`config.mk`:
```
export PLATFORM = sky130hd
export DESIGN_NAME = voice_scheduler
export DESIGN_NICKNAME = d
export VERILOG_FILES = /design/src/rtl/wavetable_pkg.sv /design/src/rtl/voice_phase_bank.sv /design/src/rtl/voice_scheduler.sv
export SDC_FILE = /design/constraint.sdc
export NUM_CORES = 1
export LEC_CHECK = 0
export CORE_MARGIN = 1.5
export CORE_UTILIZATION = 50
export DETAILED_ROUTE_END_ITERATION = 7
export HOLD_SLACK_MARGIN = 0.12
export PLACE_DENSITY = 0.73
export SLEW_MARGIN = 20
export SYNTH_ARGS = -nofsm -noshare
export SYNTH_HDL_FRONTEND = slang
export SYNTH_SLANG_ARGS = --single-unit
```
`constraint.sdc`:
```
create_clock -name clk_50 -period 6.95 [get_ports clk_50]
set_clock_uncertainty 0.05 [all_clocks]
set_input_delay 1.7375 -clock clk_50 [delete_from_list [all_inputs] [get_ports clk_50]]
set_output_delay 1.7375 -clock clk_50 [all_outputs]
set_load 0.03 [all_outputs]
```
`src/rtl/wavetable_pkg.sv`:
```
// Shared types and constants for the wavetable voice scheduler: note scale
// table, sweep FSM states, phase update modes and the codec byte-swap helper.
package wavetable_pkg;

    localparam int NOTE_MAX  = 12;
    localparam int NUM_NOTES = NOTE_MAX + 1;

    typedef logic [7:0] scale_t;

    // Phase increment per sample frame for each note index 0..12.
    localparam scale_t SCALE_TABLE [NUM_NOTES] = '{
        8'd74,  8'd78,  8'd83,  8'd88,  8'd93,  8'd99, 8'd104,
        8'd111, 8'd117, 8'd124, 8'd132, 8'd139, 8'd148
    };

    typedef enum logic [2:0] {
        ST_IDLE,
        ST_ISSUE,
        ST_WAIT,
        ST_ACCUM,
        ST_NEXT,
        ST_FINISH
    } sched_state_e;

    typedef enum logic [1:0] {
        PH_HOLD  = 2'd0,
        PH_ADD   = 2'd1,
        PH_CLEAR = 2'd2
    } phase_mode_e;

    // dpram_ctrl delivers little-endian words; the mix path wants big-endian.
    function automatic logic [15:0] byte_swap(input logic [15:0] word);
        return {word[7:0], word[15:8]};
    endfunction

    function automatic scale_t note_scale(input logic [3:0] note);
        return (note <= 4'(NOTE_MAX)) ? SCALE_TABLE[note] : 8'd0;
    endfunction

endpackage

```
`src/rtl/voice_phase_bank.sv`:
```
// Per-voice phase accumulators: one indexed read port for address generation
// and one update port that adds a scale, clears, or holds a single voice.
module voice_phase_bank
    import wavetable_pkg::*;
#(
    parameter  int NUM_VOICES = 4,
    parameter  int POS_W      = 13,
    localparam int VIDX_W     = $clog2(NUM_VOICES)
) (
    input  logic              clk_50,
    input  logic              daclrck,
    input  logic [VIDX_W-1:0] rd_idx_i,
    output logic [POS_W-1:0]  rd_pos_o,
    input  logic              upd_en_i,
    input  logic [VIDX_W-1:0] upd_idx_i,
    input  logic [1:0]        upd_mode_i,
    input  logic [7:0]        upd_scale_i
);

    logic [POS_W-1:0] pos_q [NUM_VOICES];

    assign rd_pos_o = pos_q[rd_idx_i];

    // NOTE: the position array is small register state, not a RAM, so it is
    // reset explicitly; every voice must start from phase 0 after reset.
    always_ff @(posedge clk_50 or posedge daclrck) begin
        if (daclrck) begin
            for (int i = 0; i < NUM_VOICES; i++) begin
                pos_q[i] <= '0;
            end
        end else if (upd_en_i) begin
            case (phase_mode_e'(upd_mode_i))
                PH_ADD:   pos_q[upd_idx_i] <= pos_q[upd_idx_i] + POS_W'(upd_scale_i);
                PH_CLEAR: pos_q[upd_idx_i] <= '0;
                default:  pos_q[upd_idx_i] <= pos_q[upd_idx_i];
            endcase
        end
    end

endmodule

```
`src/rtl/voice_scheduler.sv`:
```
// Sweeps NUM_VOICES wavetable voices over the shared dpram_ctrl read port
// once per sample_tick and emits one saturated 16-bit mix per frame.
module voice_scheduler
    import wavetable_pkg::*;
#(
    parameter int NUM_VOICES = 4,
    parameter int POS_W      = 13,
    parameter int TIMEOUT    = 63
) (
    input  logic                    clk_50,
    input  logic                    daclrck,
    input  logic                    sample_tick,
    input  logic [NUM_VOICES-1:0]   key_on,
    input  logic [4*NUM_VOICES-1:0] key_val,
    input  logic [2*NUM_VOICES-1:0] wave_sel,
    output logic [POS_W+1:0]        mem_addr,
    output logic                    mem_rd,
    input  logic                    mem_done,
    input  logic [15:0]             mem_dout,
    output logic [15:0]             mix_out,
    output logic                    mix_valid,
    output logic                    busy,
    output logic                    overrun,
    output logic                    mem_timeout
);

    localparam int VIDX_W = $clog2(NUM_VOICES);
    localparam int ACC_W  = 16 + VIDX_W;
    localparam int CNT_W  = $clog2(TIMEOUT + 1);

    localparam logic signed [ACC_W-1:0] MIX_MAX = ACC_W'(32767);
    localparam logic signed [ACC_W-1:0] MIX_MIN = ACC_W'(-32768);

    sched_state_e            state_q;
    logic [VIDX_W-1:0]       v_q;
    logic [NUM_VOICES-1:0]   key_on_q;
    logic [4*NUM_VOICES-1:0] key_val_q;
    logic [2*NUM_VOICES-1:0] wave_sel_q;
    logic signed [ACC_W-1:0] acc_q;
    logic [15:0]             s_q;
    logic [CNT_W-1:0]        cnt_q;
    logic [POS_W+1:0]        mem_addr_q;
    logic                    mem_rd_q;
    logic [15:0]             mix_out_q;
    logic                    mix_valid_q;
    logic                    busy_q;
    logic                    overrun_q;
    logic                    mem_timeout_q;

    // Current voice, decoded from the frame snapshot.
    logic [3:0]       cur_key_val;
    logic [1:0]       cur_wave;
    logic             cur_on;
    logic             cur_active;
    logic [POS_W-1:0] cur_pos;
    logic [1:0]       cur_mode;
    logic [15:0]      sat_mix;

    assign cur_key_val = key_val_q[{v_q, 2'b00} +: 4];
    assign cur_wave    = wave_sel_q[{v_q, 1'b0} +: 2];
    assign cur_on      = key_on_q[v_q];
    assign cur_active  = cur_on && (cur_key_val <= 4'(NOTE_MAX));
    assign cur_mode    = !cur_on     ? PH_CLEAR :
                         cur_active  ? PH_ADD   : PH_HOLD;

    assign sat_mix = (acc_q > MIX_MAX) ? 16'h7FFF :
                     (acc_q < MIX_MIN) ? 16'h8000 : acc_q[15:0];

    voice_phase_bank #(
        .NUM_VOICES (NUM_VOICES),
        .POS_W      (POS_W)
    ) u_phase_bank (
        .clk_50      (clk_50),
        .daclrck     (daclrck),
        .rd_idx_i    (v_q),
        .rd_pos_o    (cur_pos),
        .upd_en_i    (state_q == ST_NEXT),
        .upd_idx_i   (v_q),
        .upd_mode_i  (cur_mode),
        .upd_scale_i (note_scale(cur_key_val))
    );

    // NOTE: every register here is written with non-blocking assignments so
    // all state advances together on the clock edge, independent of order.
    always_ff @(posedge clk_50 or posedge daclrck) begin
        if (daclrck) begin
            state_q       <= ST_IDLE;
            v_q           <= '0;
            key_on_q      <= '0;
            key_val_q     <= '0;
            wave_sel_q    <= '0;
            acc_q         <= '0;
            s_q           <= '0;
            cnt_q         <= '0;
            mem_addr_q    <= '0;
            mem_rd_q      <= 1'b0;
            mix_out_q     <= '0;
            mix_valid_q   <= 1'b0;
            busy_q        <= 1'b0;
            overrun_q     <= 1'b0;
            mem_timeout_q <= 1'b0;
        end else begin
            mem_rd_q    <= 1'b0;
            mix_valid_q <= 1'b0;

            // A tick during a sweep is dropped but remembered.
            if (sample_tick && busy_q) begin
                overrun_q <= 1'b1;
            end

            case (state_q)
                ST_IDLE: begin
                    if (sample_tick) begin
                        key_on_q   <= key_on;
                        key_val_q  <= key_val;
                        wave_sel_q <= wave_sel;
                        acc_q      <= '0;
                        v_q        <= '0;
                        busy_q     <= 1'b1;
                        state_q    <= ST_ISSUE;
                    end
                end
                ST_ISSUE: begin
                    if (cur_active) begin
                        mem_addr_q <= {cur_wave, cur_pos};
                        mem_rd_q   <= 1'b1;
                        cnt_q      <= '0;
                        state_q    <= ST_WAIT;
                    end else begin
                        state_q    <= ST_NEXT;
                    end
                end
                ST_WAIT: begin
                    if (mem_done) begin
                        s_q     <= byte_swap(mem_dout);
                        state_q <= ST_ACCUM;
                    end else if (cnt_q == CNT_W'(TIMEOUT)) begin
                        s_q           <= '0;
                        mem_timeout_q <= 1'b1;
                        state_q       <= ST_ACCUM;
                    end else begin
                        cnt_q <= cnt_q + 1'b1;
                    end
                end
                ST_ACCUM: begin
                    acc_q   <= acc_q + {{VIDX_W{s_q[15]}}, s_q};
                    state_q <= ST_NEXT;
                end
                ST_NEXT: begin
                    if (v_q == VIDX_W'(NUM_VOICES - 1)) begin
                        mix_out_q   <= sat_mix;
                        mix_valid_q <= 1'b1;
                        state_q     <= ST_FINISH;
                    end else begin
                        v_q     <= v_q + 1'b1;
                        state_q <= ST_ISSUE;
                    end
                end
                ST_FINISH: begin
                    busy_q  <= 1'b0;
                    state_q <= ST_IDLE;
                end
                default: state_q <= ST_IDLE;
            endcase
        end
    end

    assign mem_addr    = mem_addr_q;
    assign mem_rd      = mem_rd_q;
    assign mix_out     = mix_out_q;
    assign mix_valid   = mix_valid_q;
    assign busy        = busy_q;
    assign overrun     = overrun_q;
    assign mem_timeout = mem_timeout_q;

endmodule

```
== Word-level counts from Yosys, hierarchy flattened ==
Memories as Yosys holds them, arrays and structs flattened.
Index checks and enable logic that the tools add are counted.
W data, S select, Z words.
Storage, ports and cells
  flip-flop bits (word level): 161
  memory bits (read-only): 128
  bits of input ports: 48
  output and inout bits: 36
  logic and storage cells: 112
  memories: 1
Memories
  (name not given): depth 16, bits a word 8, read ports 1, clocked after Yosys merged registers in 0, wr ports 0, line wavetable_pkg.sv:37  | return (note <= 4'(NOTE_MAX)) ? SCALE_TABLE[note] : 8'd0;
Operators by class
  $add $sub $neg: 4
  $lt $le $gt $ge: 7
  eq/ne operators: 15
  shift-type cells: 2
  mux-type cells: 40
  bitwise gates (word level): 5
  reduce and logical (&&, ||, !) cells: 19
Operator list (number)
  $bwmux W52: 2
  $pmux W52 S2: 1
  $mux W16: 4
  $and A52 B52 Y52: 1
  $not A52 Y52: 1
  $mux W13: 3
  $pmux W18 S2: 1
  $bmux W13 S2: 1
  $demux W13 S2: 1
  $mux W8: 3
  $add A18 B18 Y18: 1
  $gt A18 B16 Y1 const B: 1
  $lt A18 B16 Y1 const B: 1
  $mux W18: 1
  $mux W6: 3
  $shiftx A16 B5 Y4: 1
  $mux W3: 5
  $pmux W3 S5: 1
  $reduce_and A2 Y1: 7
  $add A13 B8 Y13: 1
  $pmux W6 S2: 1
  $ne A2 B2 Y1 const B: 5
  $reduce_bool A2 Y1: 5
  $shiftx A8 B4 Y2: 1
  26 further kinds: 40

== Logic depth before layout (Yosys ltp) ==
  word-level depth: 9
  depth in mapped cells: 19
  mapped depth without buffers: 16

== Hierarchy ==
A second synthesis with hierarchy kept.
Second synthesis, totals
  cell total of the unflattened synthesis: 936
  area total of the unflattened synthesis: 9175.0 sq um
Modules (own cells, without submodules)
  voice_scheduler: instances 1, cells each 584, area an instance 5637.9 sq um, seq. area each 2727.6 sq um
  voice_phase_bank: instances 1, cells each 352, area an instance 3537.1 sq um, seq. area each 1301.2 sq um

== Worst setup path after synthesis ==
Ideal clock, no wire load.
  path type: register to register
  from: register v_q[0]
  to: register with a tool-made name
  arrival time: 3879 ps
  data required time: 6805 ps
  setup slack: 2925 ps
  cell stages (with the launch flop): 18
  buffers on the path: 3
  period minus slack after synthesis: 4025 ps
  cells stage by stage: dfrtp_1 > buf_6 > buf_6 > buf_2 > mux4_2 > inv_1 > ha_1 > o22ai_1 > ha_1 > inv_1 > fa_1 > nor2b_1 > o21a_1 > o21ai_1 > a211oi_2 > nand2_1 > o31a_1 > o31ai_1
RTL lines
  start, declared: line voice_scheduler.sv:35  | logic [VIDX_W-1:0] v_q;
  start signal, assigned: line voice_scheduler.sv:155  | v_q <= v_q + 1'b1;

==> metrics.log <==
INFO  metric via_count_of_the_first_global_routing_pass = 6424
INFO  metric wire_per_inst = 16.0 µm
INFO  metric cell_types_with_the_highest_counts_after_synthesis = 236 x nand2_1, 161 x dfrtp_1, 107 x o21ai_0
INFO  metric dp.final_hpwl = 12.9 mm
INFO  metric arrival = 4.53 ns
INFO  metric critical_path.startpoint_type = flip-flop
INFO  metric syn-mean-instance-area = 9.44 µm²
INFO  metric drt.antenna.violating_nets = 0
INFO  metric crit_path_cell_trace = mux4_2 > inv_1 > ha_1 > o22ai_1 > ha_1 > inv_1 > fa_1 > nor2b_1 > o21a_1 > o21ai_1 > a211oi_2 > a41oi_1 > o21ai_0 > o21ai_0
INFO  metric synth_enable_flop_cells = 0
INFO  metric cts_hold_buffers = 0
INFO  metric unrepaired_setup_endpoints_after_global_routing = false
INFO  metric cts-root-buf = clkbuf_16
INFO  metric floorplan.die_area = 17600 µm²
INFO  metric fin_tns_setup = 0 ns
INFO  metric synth_nets = 978
INFO  metric drv_cap = 0
INFO  metric track_usage = 0.228
INFO  metric max_freq = 232 MHz
INFO  metric worst_path_dominant_cell_family = compound AO/OA/AOI/OAI gates
INFO  metric core_box_area = 16500 µm²
INFO  metric dr_total_vias = 6607
INFO  metric crit_path_max_fanout = 11
INFO  metric reg2reg_slack = 2.64 ns
INFO  metric number_of_synthesized_register_bits = 161
INFO  metric layout_cell_share_with_drive_strength_beyond_1 = 0.0719
INFO  metric grt_max_degree = 72
INFO  metric first_pass_iters = 6
INFO  metric finalSetupViolations = 0
INFO  metric grt_remaining_overflow = 0
INFO  metric drtIter0Drc = 416
INFO  metric finalHoldViolCount = 0
INFO  metric initial_core_util = 0.509
INFO  metric slowest_delay = 0.78 ns
INFO  metric yosysUniqueCellTypes = 56
INFO  metric die-height = 133 µm
INFO  metric leakage = 4.57 nW
INFO  metric synth-async-reset-ratio = 1.00
INFO  metric vias_per_cell = 5.60
INFO  metric synth_top_cell_by_area = dfrtp_1
INFO  metric layout.cells.non_filler = 1180
INFO  metric yosys.cell_count.top_type = nand2_1
INFO  metric setup.worst_path.end_class = flip-flop
INFO  metric synth_area = 8400 µm²
INFO  metric port_buffers = 83
INFO  metric design.final.nets = 1039
INFO  metric crit_path_max_delay_cell_type = dfrtp_1
INFO  metric critical_path_buf_inv_count = 2
INFO  metric cts_setup_buffers = 0
INFO  metric max-slew-margin-rel = 0.353
INFO  metric yosys_warnings = 0
INFO  metric cp.required = 7.17 ns
INFO  metric ys_dominant_reg_cell = dfrtp_1
INFO  metric flow.area_growth_from_synthesis = 18.6%
INFO  metric finalCritPeriodShare = 0.621
INFO  metric min_period = 4.31 ns
INFO  metric ys_top_cells_by_area = dfrtp_1 48%, nand2_1 11%, o21ai_0 6.4%, ha_1 5.7%, mux4_2 5.1%
INFO  metric path_clk_slew = 0.06 ns
INFO  metric slew_viol_final = 0
INFO  metric result_of_the_run = finished clean
INFO  metric num_io_pins = 84
INFO  metric cts-buffers-inserted = 17
INFO  metric tritoncts_clock_tree = done
INFO  metric grt_antenna_before_repair = 0
INFO  metric hp-class = flip-flop to flip-flop
INFO  metric gp_congestion = 0.852
INFO  metric pin_slew_with_the_least_headroom_to_its_limit = 0.966 ns
INFO  metric rows = 47
INFO  metric ir_drop = 230 µV
INFO  metric clock_tree.buffer_depth = 2
INFO  metric synth_top_area_frac = 0.479
INFO  metric syn_inst = 890
INFO  metric route.final.wire_length = 18.9 mm
INFO  metric drc = 0
INFO  metric instance_count_after_placement_with_tap_cells_included = 1152
INFO  metric path_class = flip-flop to flip-flop
INFO  metric diodes = 0
INFO  metric floorplan.die.width = 133 µm
INFO  metric htree_num_levels = 4
INFO  metric worst_skew_pair.late_latency = 0.43 ns
INFO  metric postCtsResizedCells = 0
INFO  metric clock_sinks = 161
INFO  metric ys_seq_area_frac = 0.479
INFO  metric power_density = 486 nW/µm²
INFO  metric grt_first_pass_wirelength = 32.3 mm
==> worst paths after layout <==
check	startpoint	cells after the start	end
min in group asynchronous	daclrck	2	cnt_q[0]
min	flip-flop	2	flip-flop
min reg2reg	flip-flop	2	flip-flop
max reg2reg	v_q[0]	14	flip-flop
max in group asynchronous	daclrck	3	wave_sel_q[4]
max	v_q[0]	14	flip-flop
==> metal layers <==
metal / vias to the layer above / GRT usage / part of all wire
met2: 158 / 0.357 / 0.47
met4: 0 / 0.0708 / 0.013
met1: 3208 / 0.328 / 0.48
met3: 23 / 0.0364 / 0.041
met5: - / 0 / 0
li1: 3218 / - / -
==> area by class of cell <==
type	count	area, µm²
fill	1399	6560
multi-input combinational	656	4070
sequential	161	4030
timing repair buffer	91	891
clock buffer	23	498
tap	220	275
clock inverter	5	103
inverter	24	95.1
==> report_power, final <==
group / total (W) / switching [W] / internal [W] / leakage [nW]
Sequential: 0.00150 / 0.000236 / 0.00126 / 2.13
Combinational: 0.00238 / 0.00142 / 0.000966 / 2.15
Clock: 0.000963 / 0.000359 / 0.000604 / 0.293
Total: 0.00484 / 0.00201 / 0.00283 / 4.57
==> worst reg2reg max path, cell delays in order, from the launching register on <==
cell	delay, ns
dfrtp_1	0.78
mux4_2	0.70
inv_1	0.16
ha_1	0.26
o22ai_1	0.19
ha_1	0.20
inv_1	0.06
fa_1	0.39
nor2b_1	0.13
o21a_1	0.13
o21ai_1	0.12
a211oi_2	0.36
a41oi_1	0.16
o21ai_0	0.34
o21ai_0	0.12
==> logic make-up (layout without fill, tap and decap cells) <==
family / after synthesis / count (layout) / share of synthesized area
and+or+nand+nor: 344 / 344 / 0.175
xor gates and xnor gates: 24 / 24 / 0.0250
adders and majority gates: 40 / 40 / 0.0613
AOI/OAI and AO/OA: 218 / 218 / 0.158
DFF: 161 / 161 / 0.479
muxes: 30 / 30 / 0.0648
buffers and inverters: 73 / 143 / 0.0372
==> through the flow <==
stage	total power (W)	setup WS (ns)	hold slack (ns)	util	area, µm²
2_1_floorplan	0.00327	0.814	0.390	-	8400
3_3_place_gp	0.00380	2.71	0.392	0.566	9350
3_5_place_dp	0.00386	2.59	0.404	0.566	9360
4_1_cts	0.00485	2.56	0.424	0.603	9960
5_1_grt	0.00523	2.28	0.438	0.603	9960
6_report	0.00484	2.64	0.421	0.603	9960
==> cells in the final DEF (no fill, tap or decap), types with 9 or more instances in the layout <==
cell and count:
clkbuf_16 17, xnor2_1 12, o31ai_1 9, nor2_1 33, clkdlybuf4s50_1 83, nor3_1 10
nand2_1 236, dfrtp_1 161, a21oi_1 27, xor2_1 12, a21o_1 9, mux4_2 19
nand3_1 20, inv_1 21, a22o_1 17, o21ai_0 107, ha_1 38
(Power assumes the default switching activity.)
